## src/rtl/pc_ir_unit_if.sv

```systemverilog
// Instruction-memory fetch port of the PC/IR stage.
// The unit is the master: it presents the address and request, memory answers.
interface pc_ir_unit_if #(
    parameter int DATA_W = 16
);
    logic [DATA_W-1:0] imem_addr;
    logic              imem_req;
    logic [DATA_W-1:0] imem_rdata;
    logic              imem_ready;

    modport master (
        output imem_addr,
        output imem_req,
        input  imem_rdata,
        input  imem_ready
    );

    modport slave (
        input  imem_addr,
        input  imem_req,
        output imem_rdata,
        output imem_ready
    );
endinterface

```

## src/rtl/pc_ir_unit.sv

```systemverilog
// Program counter and instruction register stage of the 16-bit multicycle core.
// Owns the fetch handshake and stalls the controller while memory is slow.
module pc_ir_unit #(
    parameter int               DATA_W   = 16,
    parameter logic [DATA_W-1:0] RESET_PC = '0
) (
    input  logic              clk,
    input  logic              rst,
    input  logic [1:0]        PCSrc,
    input  logic              PCWrite,
    input  logic              PCBEqCond,
    input  logic              PCBNqCond,
    input  logic              IRWrite,
    input  logic              zero,
    input  logic [DATA_W-1:0] alu_result,
    input  logic [DATA_W-1:0] alu_out,
    pc_ir_unit_if.master      imem,
    output logic [DATA_W-1:0] pc,
    output logic [DATA_W-1:0] ir,
    output logic [3:0]        opcode,
    output logic [3:0]        func_field,
    output logic              ir_valid,
    output logic              fetch_busy
);

    typedef enum logic {
        S_IDLE,
        S_WAIT
    } state_t;

    state_t            state_q;
    state_t            state_d;
    logic [DATA_W-1:0] pc_q;
    logic [DATA_W-1:0] pc_d;
    logic [DATA_W-1:0] ir_q;
    logic [DATA_W-1:0] ir_d;
    logic              ir_valid_q;
    logic              ir_valid_d;
    logic [DATA_W-1:0] pc_pend_q;
    logic [DATA_W-1:0] pc_pend_d;
    logic              pend_en_q;
    logic              pend_en_d;
    logic [DATA_W-1:0] next_pc;
    logic              pc_en;
    logic              req;
    logic              busy;

    assign pc_en = PCWrite
                 | (PCBEqCond & zero)
                 | (PCBNqCond & ~zero);

    always_comb begin
        next_pc = pc_q;
        case (PCSrc)
            2'b00: next_pc = alu_result;
            2'b01: next_pc = {pc_q[DATA_W-1 -: 4],
                              ir_q[DATA_W-5:0]};
            2'b10: next_pc = alu_out;
            2'b11: next_pc = pc_q;
            default: next_pc = pc_q;
        endcase
    end

    // Controller inputs are don't-care in WAIT: the core has frozen it.
    always_comb begin
        state_d    = state_q;
        pc_d       = pc_q;
        ir_d       = ir_q;
        ir_valid_d = ir_valid_q;
        pc_pend_d  = pc_pend_q;
        pend_en_d  = pend_en_q;
        req        = 1'b0;
        busy       = 1'b0;
        unique case (state_q)
            S_IDLE: begin
                if (IRWrite) begin
                    req = 1'b1;
                    if (imem.imem_ready) begin
                        ir_d       = imem.imem_rdata;
                        ir_valid_d = 1'b1;
                        if (pc_en) pc_d = next_pc;
                    end else begin
                        busy      = 1'b1;
                        pc_pend_d = next_pc;
                        pend_en_d = pc_en;
                        state_d   = S_WAIT;
                    end
                end else if (pc_en) begin
                    pc_d = next_pc;
                end
            end
            S_WAIT: begin
                req = 1'b1;
                if (imem.imem_ready) begin
                    ir_d       = imem.imem_rdata;
                    ir_valid_d = 1'b1;
                    if (pend_en_q) pc_d = pc_pend_q;
                    state_d    = S_IDLE;
                end else begin
                    busy = 1'b1;
                end
            end
            default: state_d = S_IDLE;
        endcase
    end

    always_ff @(posedge clk) begin
        if (!rst) begin
            state_q    <= S_IDLE;
            pc_q       <= RESET_PC;
            ir_q       <= '0;
            ir_valid_q <= 1'b0;
            pc_pend_q  <= '0;
            pend_en_q  <= 1'b0;
        end else begin
            state_q    <= state_d;
            pc_q       <= pc_d;
            ir_q       <= ir_d;
            ir_valid_q <= ir_valid_d;
            pc_pend_q  <= pc_pend_d;
            pend_en_q  <= pend_en_d;
        end
    end

    assign imem.imem_addr = pc_q;
    assign imem.imem_req  = req;
    assign fetch_busy     = busy;
    assign pc             = pc_q;
    assign ir             = ir_q;
    assign ir_valid       = ir_valid_q;
    assign opcode         = ir_q[DATA_W-1 -: 4];
    assign func_field     = ir_q[3:0];

endmodule

```

## src/flat_wrapper.sv

```systemverilog
// flat-port wrapper written by rule: the top's interface ports become plain ports
module pc_ir_unit_flat 
#(
    parameter int               DATA_W   = 16,
    parameter logic [DATA_W-1:0] RESET_PC = '0
)
  (clk, rst, PCSrc, PCWrite, PCBEqCond, PCBNqCond, IRWrite, zero, alu_result, alu_out, pc, ir, opcode, func_field, ir_valid, fetch_busy, imem_imem_addr, imem_imem_req, imem_imem_rdata, imem_imem_ready);
  pc_ir_unit_if #(.DATA_W(DATA_W)) imem_i ();
  input  logic clk;
  input  logic rst;
  input  logic [1:0] PCSrc;
  input  logic PCWrite;
  input  logic PCBEqCond;
  input  logic PCBNqCond;
  input  logic IRWrite;
  input  logic zero;
  input  logic [DATA_W-1:0] alu_result;
  input  logic [DATA_W-1:0] alu_out;
  output logic [DATA_W-1:0] pc;
  output logic [DATA_W-1:0] ir;
  output logic [3:0] opcode;
  output logic [3:0] func_field;
  output logic ir_valid;
  output logic fetch_busy;
  output wire logic [$bits(imem_i.imem_addr)-1:0] imem_imem_addr;
  output wire logic [$bits(imem_i.imem_req)-1:0] imem_imem_req;
  input wire logic [$bits(imem_i.imem_rdata)-1:0] imem_imem_rdata;
  input wire logic [$bits(imem_i.imem_ready)-1:0] imem_imem_ready;
  assign imem_imem_addr = imem_i.imem_addr;
  assign imem_imem_req = imem_i.imem_req;
  assign imem_i.imem_rdata = imem_imem_rdata;
  assign imem_i.imem_ready = imem_imem_ready;
  pc_ir_unit #(.DATA_W(DATA_W), .RESET_PC(RESET_PC)) u_core (.clk(clk), .rst(rst), .PCSrc(PCSrc), .PCWrite(PCWrite), .PCBEqCond(PCBEqCond), .PCBNqCond(PCBNqCond), .IRWrite(IRWrite), .zero(zero), .alu_result(alu_result), .alu_out(alu_out), .imem(imem_i), .pc(pc), .ir(ir), .opcode(opcode), .func_field(func_field), .ir_valid(ir_valid), .fetch_busy(fetch_busy));
endmodule
```

## config.mk

```make
export PLATFORM = sky130hd
export DESIGN_NAME = pc_ir_unit_flat
export DESIGN_NICKNAME = d
export VERILOG_FILES = /design/src/rtl/pc_ir_unit_if.sv /design/src/rtl/pc_ir_unit.sv /design/src/flat_wrapper.sv
export SDC_FILE = /design/constraint.sdc
export NUM_CORES = 1
export LEC_CHECK = 0
export CELL_PAD_IN_SITES_DETAIL_PLACEMENT = 0
export CELL_PAD_IN_SITES_GLOBAL_PLACEMENT = 1
export CORE_ASPECT_RATIO = 0.5
export CORE_MARGIN = 3
export CORE_UTILIZATION = 33
export DETAILED_ROUTE_END_ITERATION = 7
export PLACE_DENSITY_LB_ADDON = 0.1
export SLEW_MARGIN = 20
export SYNTH_ARGS = -nofsm -noshare
export SYNTH_HDL_FRONTEND = slang
export SYNTH_SLANG_ARGS = --single-unit
```

## constraint.sdc

```tcl
create_clock -name clk -period 3.6 [get_ports clk]
set_clock_uncertainty 0.1 [all_clocks]
set_input_delay 0.72 -clock clk [delete_from_list [all_inputs] [get_ports clk]]
set_output_delay 0.72 -clock clk [all_outputs]
set_load 0.01 [all_outputs]
```

# [Word-level counts from Yosys, hierarchy flattened]
# Cells that the tools add are included.
[word_totals] latchBits=0 word_cells=41 memories=0 mem_bits_ro=0 ff_bits=51 ram_bits=0
[classes] mul=0 bitwise=7 n_lt_le_gt_ge=0 n_shift=0 add_sub_neg=0 n_div=0 n_mux=18 reduce_logical=3 n_eq_ne=7
[op_table] operator="two-way mux 16 bit" n=7
[op_table] operator="case mux 16 bit (2 select lines)" n=2
[op_table] operator="case mux 16 bit (4 select lines)" n=1
[op_table] operator="inequality test 2 bit, second input constant" n=3
[op_table] operator="case mux 1 bit (2 select lines)" n=3
[op_table] operator="AND reduction 3 bit" n=2
[op_table] operator="two-way mux 1 bit" n=5
[op_table] operator="== test 2 bit, second input constant" n=2
[op_table] operator="inequality test 3 bit, second input constant" n=1
[op_table] operator="NOT 1 bit" n=3
[op_table] operator="bitwise AND 1 bit" n=2
[op_table] operator="== test 2 x 1 -> 1 bit, second input constant" n=1
[op_table] operator="zero test 2 bit" n=1
[op_table] operator="OR 1 bit" n=2

# [Logic depth before layout (Yosys ltp)]
# Gate-level depths: netlist of run 1.
[logic_depth] depth_word=7 ltp_mapped=5 ltp_nobuf=3

# [Worst setup path after synthesis of run 1]
# OpenSTA, ideal clock, no wires.
[synth_timing] path_kind="input -> output" from="in imem_imem_ready" to="out fetch_busy" required_time_ns=2.780 slack_ns=1.468 n_path_buf=2 arrival_ns=1.312 stages=3 cell_sequence="o21ba_1 -> buf_6 -> clkbuf_1"
[synth_between] elab_chain_cells=3
[synth_lines] element="start: declaration" line="flat_wrapper.sv:28" text="input wire logic [$bits(imem_i.imem_ready)-1:0] imem_imem_ready;"
[synth_lines] element="two-way mux 1 bit *" line="pc_ir_unit.sv:78, pc_ir_unit.sv:94"
[synth_lines] element="two-way mux 1 bit" line="pc_ir_unit.sv:76" text="if (IRWrite) begin"
[synth_lines] element="case mux 1 bit (2 select lines) *" line="pc_ir_unit.sv:74" text="unique case (state_q)"
[synth_lines] element="end: declaration" line="flat_wrapper.sv:24" text="output logic fetch_busy;"
# Mark *: on every way between the ends. The rest lies on a longest branch, timed or not.

# [Worst setup path after layout of run 1]
# Same ends and word-level chain as after synthesis.

==> impl_metrics.toml, run 1 <==
[outcome]
result_of_the_run = "completed"

[logic_synthesis]
synth-edff-count = 0
synth.yosys.warnings = 0
synthesis.area_per_instance_um2 = 8.67
post_synth_most_frequent_cells = "nand2_1, dfxtp_1, a21oi_1, buf_4, inv_1"
synth_cell_type_count = 28
ys_seq_area_share_pct = 37.6
syn-cell-area_um2 = 2720
syn_nets = 371
netlist_instances = 313
synth-seq-cells = 51
synth_top_cells_by_area = "dfxtp_1, nand2_1, mux4_2, buf_4, a21oi_1"
synthArstFlopShare_pct = 0
synth_flop_cell = "dfxtp_1"
synth_top_cell_area_share_pct = 37.6
yosysMostFrequentCell = "nand2_1"
synth.largest_area_cell = "dfxtp_1"

[placed_design]
detailedPlacementHpwl_um = 5560
global_placement_routability_congestion = 0.697
placedCellCount = 498
port_buffers = 116

[timing]
final_max_slew_viol_count = 0
rsz0062_at_grt = "no"
slew-limit-headroom_pct = 39.9
setup_viol = 0
max_freq_ghz = 0.347
setup-tns-final_ns = 0
timing_worst_slew_pin_value_ns = 0.899
finalHoldViolCount = 0
fin_crit_sh_pct = 80.0
timing.final.crit_period_ns = 2.88

[grt]
vias_in_the_first_global_route = 2511
antenna_found_initial = 0
grt-ovfl-total = 0
groute.usage.overall_pct = 17.2
grt_first_pass_wirelength_um = 13100
grt_start_max_net_pins = 50

[finish]
syn2layout_area_growth_pct = 44.1
drive_gt1_share_pct = 8.84
stdcell_count = 504
inserted_diodes = 0
finish.net_count = 455

[routing]
routedLengthMet1_um = 3800
via_count = 2510
highest_layer = "met4"
routedWlPerCell_um = 15.9
via_density = 4.98
drt-initial-drc-count = 130
detail_route.wirelength_um = 8040
first_pass_iters = 4
met2RoutedLength_um = 3590
final_routed_drc_violation_total = 0
dr_wl_met3_um = 629
drtAntennaViolNets = 0

[power]
cellLeakagePower_nw = 1.39
power.total_w = 0.00147
ir_worst_vdd_mv = 0.202
power_per_cell_area_nw_per_um2 = 376

[worst_hold_path]
hold_path_end = "u_core.pc_pend_q[14]$_SDFFE_PN0P_"
hold_class = "reg2reg"
timing.hold.worst_path_depth = 2
min_from = "u_core.pc_pend_q[14]$_SDFFE_PN0P_"

[floorplan]
coreArea_um2 = 7650
core.rowCount = 22
die-width_um = 134
dieArea_um2 = 9420
ios = 117
die-height_um = 70.1
initial_core_util_pct = 35.5

[worst_setup_path]
cp_data_required_time_ns = 2.78
cp-start-kind = "input pin"
cp_max_fo = 5
critical_path_class = "in2out"
worst_r2r_path_depth = 4
rr_startpoint = "u_core.state_q$_SDFF_PN0_"
crit-reg2reg-capture = "u_core.imem.imem_addr[1]$_SDFFE_PN0P_"
ff2ff_setup_slack_ns = 1.61
critPathCaptureType = "output port"
critical_path_arrival_ns = 2.06

[clocking]
cts_buffer_depth = 2
cts.reportedPaths.clkPinSlew_ns = 0.06
clkSinkCount = 51
cts.hold.buffers_added = 0
ctsRootBufferMaster = "clkbuf_16"
clock_latency_ns = 0.29
cts_post_setup_buffers_inserted = 0
htreeDepth = 2
numCtsBuffers = 5
cts_tree = "yes"
post_cts_resize_count = 0

[flow_run]
drv_cap = 0
==> area by class of cell <==
class	instances	area, um^2
multi-input cells	195	1330
repair buffers	125	1230
well taps	108	135
clock buffers	6	129
fillers	746	3740
flip-flops and latches	51	1020
inverters	19	71.3
==> logic make-up after synthesis <==
| family | after synthesis | share of synthesized area, % |
|---|---|---|
| AND/OR/NAND/NOR | 100 | 16.5 |
| multiplexers | 17 | 12.0 |
| AO/OA/AOI/OAI | 78 | 20.3 |
| buffers and inverters | 67 | 13.6 |
| flip-flops | 51 | 37.6 |
==> metrics by stage <==
stage	setup WS [ns]	hold slack (ns)	instance area, um^2	util, %
2_1_floorplan	1.47	0.332	2720	-
6_report	0.720	0.351	3910	51.1
4_1_cts	0.733	0.352	3910	51.1
3_3_place_gp	0.733	0.338	3780	49.5
5_1_grt	0.687	0.372	3910	51.1
3_5_place_dp	0.744	0.343	3780	49.5
==> worst max-delay path, stage by stage <==
cell and delay, ns:
clkdlybuf4s50_1 0.48, o21ba_1 0.29, clkdlybuf4s50_1 0.56
==> layer usage <==
layer,vias up,global-route usage (%)
met2,86,27.0
met5,-,0
met1,1180,23.8
li1,1242,-
met3,2,5.83
met4,0,1.69
==> placed cells by master, fill, tap and decap left out, drive strengths merged <==
cell type and instances:
a2111oi 16, a211o 1, a21oi 32, a221oi 16, a31oi 1, and2 17
and2b 1, buf 9, clkbuf 6, clkdlybuf4s50 116, dfxtp 51, inv 19
mux2 4, mux2i 1, mux4 12, nand2 72, nand2b 4, nor2 3
nor3b 1, o211ai 8, o21a 1, o21ai 2, o21ba 1, or2 1
or3b 1
==> power by group <==
part / internal (W) / leakage, nW / switching (W)
Sequential: 0.000604 / 0.419 / 0.0000312
Clock: 0.000250 / 0.0628 / 0.000196
Combinational: 0.000222 / 0.908 / 0.000169
==> how the worst max path moves through the flow <==
stage / from / end / slack [ns] / cells past startpoint
4_1_cts: imem_imem_ready / fetch_busy / 0.73 / 3
3_5_place_dp: imem_imem_ready / fetch_busy / 0.74 / 3
6_report: imem_imem_ready / fetch_busy / 0.72 / 3
3_3_place_gp: imem_imem_ready / fetch_busy / 0.73 / 3
2_1_floorplan: imem_imem_ready / fetch_busy / 1.47 / 3
5_1_grt: imem_imem_ready / fetch_busy / 0.69 / 3
==> registers in the layout, indices dropped and copies added (netlist names) <==
register               cells
u_core.imem.imem_addr     16
u_core.ir_valid            1
u_core.pc_pend_q          16
u_core.ir                 16
u_core.pend_en_q           1
u_core.state_q             1
(Power assumes the default switching activity.)
==> run 2: changes to the inputs <==
Settings changed: CORE_UTILIZATION 33 to 30.
Clock period 3.6 ns to 2.95 ns, I/O delays scaled along.
==> run 2 against run 1 <==
  * Non-clock buffer count is 1 lower
  * Global-route usage fell by 0.068 points
  * Routed wire length up 8.8%
  * Critical path type unchanged
  * Critical endpoint unchanged
==> impl_metrics.toml, run 2 (synthesized netlist as in run 1, its figures left out) <==
[grt]
grt_first_pass_wirelength_um = 13900
grt-ovfl-total = 0
vias_in_the_first_global_route = 2605
grt_start_max_net_pins = 50
groute.usage.overall_pct = 17.1
antenna_found_initial = 0

[floorplan]
die-height_um = 73.3
core.rowCount = 23
ios = 117
coreArea_um2 = 8400
initial_core_util_pct = 32.3
dieArea_um2 = 10300
die-width_um = 141

[power]
power_per_cell_area_nw_per_um2 = 476
power.sequential.fraction_pct = 41.5
comb_power_share_pct = 25.5
pwr-share-clk_pct = 33.0
switchingPower_w = 0.000506
power.total_w = 0.00187
sw_frac_of_total_pct = 27.0
power_report.internal_total_w = 0.00137
cellLeakagePower_nw = 1.40
ir_worst_vdd_mv = 0.239

[placed_design]
port_buffers = 116
global_placement_routability_congestion = 0.735
detailedPlacementHpwl_um = 5830

[clocking]
clkSinkCount = 51
cts_buffer_depth = 2
post_cts_resize_count = 0
htreeDepth = 2
ctsRootBufferMaster = "clkbuf_16"
numCtsBuffers = 5
cts.reportedPaths.clkPinSlew_ns = 0.07
cts.hold.buffers_added = 0
clock_latency_ns = 0.29
cts_post_setup_buffers_inserted = 0
cts_tree = "yes"

[finish]
fillerInstances = 802
drive_gt1_share_pct = 9.32
syn2layout_area_growth_pct = 45.2
finish.net_count = 454
most-common-layout-cells = "clkdlybuf4s50_1, nand2_1, dfxtp_1"
layout.cells.most_common = "clkdlybuf4s50_1"
inserted_diodes = 0

[timing]
finalHoldViolCount = 0
max_freq_ghz = 0.380
rsz0062_at_grt = "no"
final_max_slew_viol_count = 0
timing_worst_slew_pin_value_ns = 0.749
fin_crit_sh_pct = 89.3
setup-tns-final_ns = 0
slew-limit-headroom_pct = 50.0
timing.final.crit_period_ns = 2.63
setup_viol = 0

[routing]
first_pass_iters = 4
drtAntennaViolNets = 0
drt-initial-drc-count = 122
via_count = 2616
routedWlPerCell_um = 17.2
detail_route.wirelength_um = 8740
via_density = 5.14
final_routed_drc_violation_total = 0

[worst_setup_path]
critical-path-max-stage-delay_ns = 0.56
critical_path_class = "in2out"
cp_max_fo = 5
critical_path_arrival_ns = 1.94
cp_data_required_time_ns = 2.26
cpMostUsedCell = "clkdlybuf4s50_1"
timing.critical_path.cells = "clkdlybuf4s50_1, o21ba_1, clkdlybuf4s50_1"
cp-start-kind = "input pin"
path_delay_family = "buffers and inverters"
timing.critical_path.buf_inv = 2
critPathCaptureType = "output port"
critPathSlowestCell = "clkdlybuf4s50_1"

[outcome]
result_of_the_run = "completed"

[flow_run]
drv_cap = 0

[worst_hold_path]
hold_class = "reg2reg"
## run 2: changes by cell type in the layout (fill, tap and decap cells not counted), sizes merged
cell    delta
inv        -1
clkbuf     +2
buf        -1
clkinv     +1
## run 2: layer usage
metal / track usage, % / up-vias / wire, um
li1: - / 1244 / -
met1: 23.0 / 1273 / 4020
met2: 27.8 / 95 / 3970
met3: 5.33 / 4 / 698
met4: 3.11 / 0 / 52
met5: 0 / - / 0
## run 2: cell type report
cell class	instances	area, um^2	share of cell area [%]
clock buffers	8	156	3.97
well taps	112	140	3.56
inverters	19	71.3	1.81
flip-flops and latches	51	1020	25.9
repair buffers	124	1220	31.0
multi-input cells	195	1330	33.8
## run 2: power by group through the flow
| stage | logic [W] | registers, W | clock network [W] |
|---|---|---|---|
| floorplan | 0.000243 | 0.000801 | 0 |
| global placement | 0.000473 | 0.000792 | 0 |
| detailed placement | 0.000480 | 0.000794 | 0 |
| CTS | 0.000482 | 0.000779 | 0.000633 |
| global route | 0.000517 | 0.000786 | 0.000656 |
| finish | 0.000478 | 0.000778 | 0.000618 |
## run 2: worst paths after layout
path	startpoint	endpoint	slack, ns	cells past startpoint
setup / recovery	imem_imem_ready	fetch_busy	0.32	3
hold / removal	u_core.pc_pend_q[6]$_SDFFE_PN0P_	u_core.pc_pend_q[6]$_SDFFE_PN0P_	0.35	2
setup reg to reg	u_core.state_q$_SDFF_PN0_	u_core.imem.imem_addr[10]$_SDFFE_PN0P_	0.87	4
hold reg to reg	u_core.pc_pend_q[6]$_SDFFE_PN0P_	u_core.pc_pend_q[6]$_SDFFE_PN0P_	0.35	2
## run 2: worst reg2reg max path: cells and delay by family (launching register included)
kind,cells,cell delay [ns]
buffers and inverters,1,0.24
AOI/OAI and AO/OA,2,0.84
DFF,1,0.37
and+or+nand+nor,1,0.42
## run 2: stage by stage
stage / setup WS [ns] / cell area [um^2] / instances / hold slack (ns) / utilization [%]
floorplan: 1.08 / 2720 / 313 / 0.332 / -
global placement: 0.209 / 3780 / 501 / 0.338 / 45.0
detailed placement: 0.301 / 3780 / 501 / 0.343 / 45.0
CTS: 0.298 / 3940 / 509 / 0.352 / 46.9
global route: 0.252 / 3940 / 509 / 0.375 / 46.9
finish: 0.315 / 3940 / 509 / 0.351 / 46.9
==> run 3: changes to the inputs <==
Settings changed: TNS_END_PERCENT set to 5.
==> results of run 3 <==
Same layout as run 2: the final DEF is identical, and so are final timing and power.
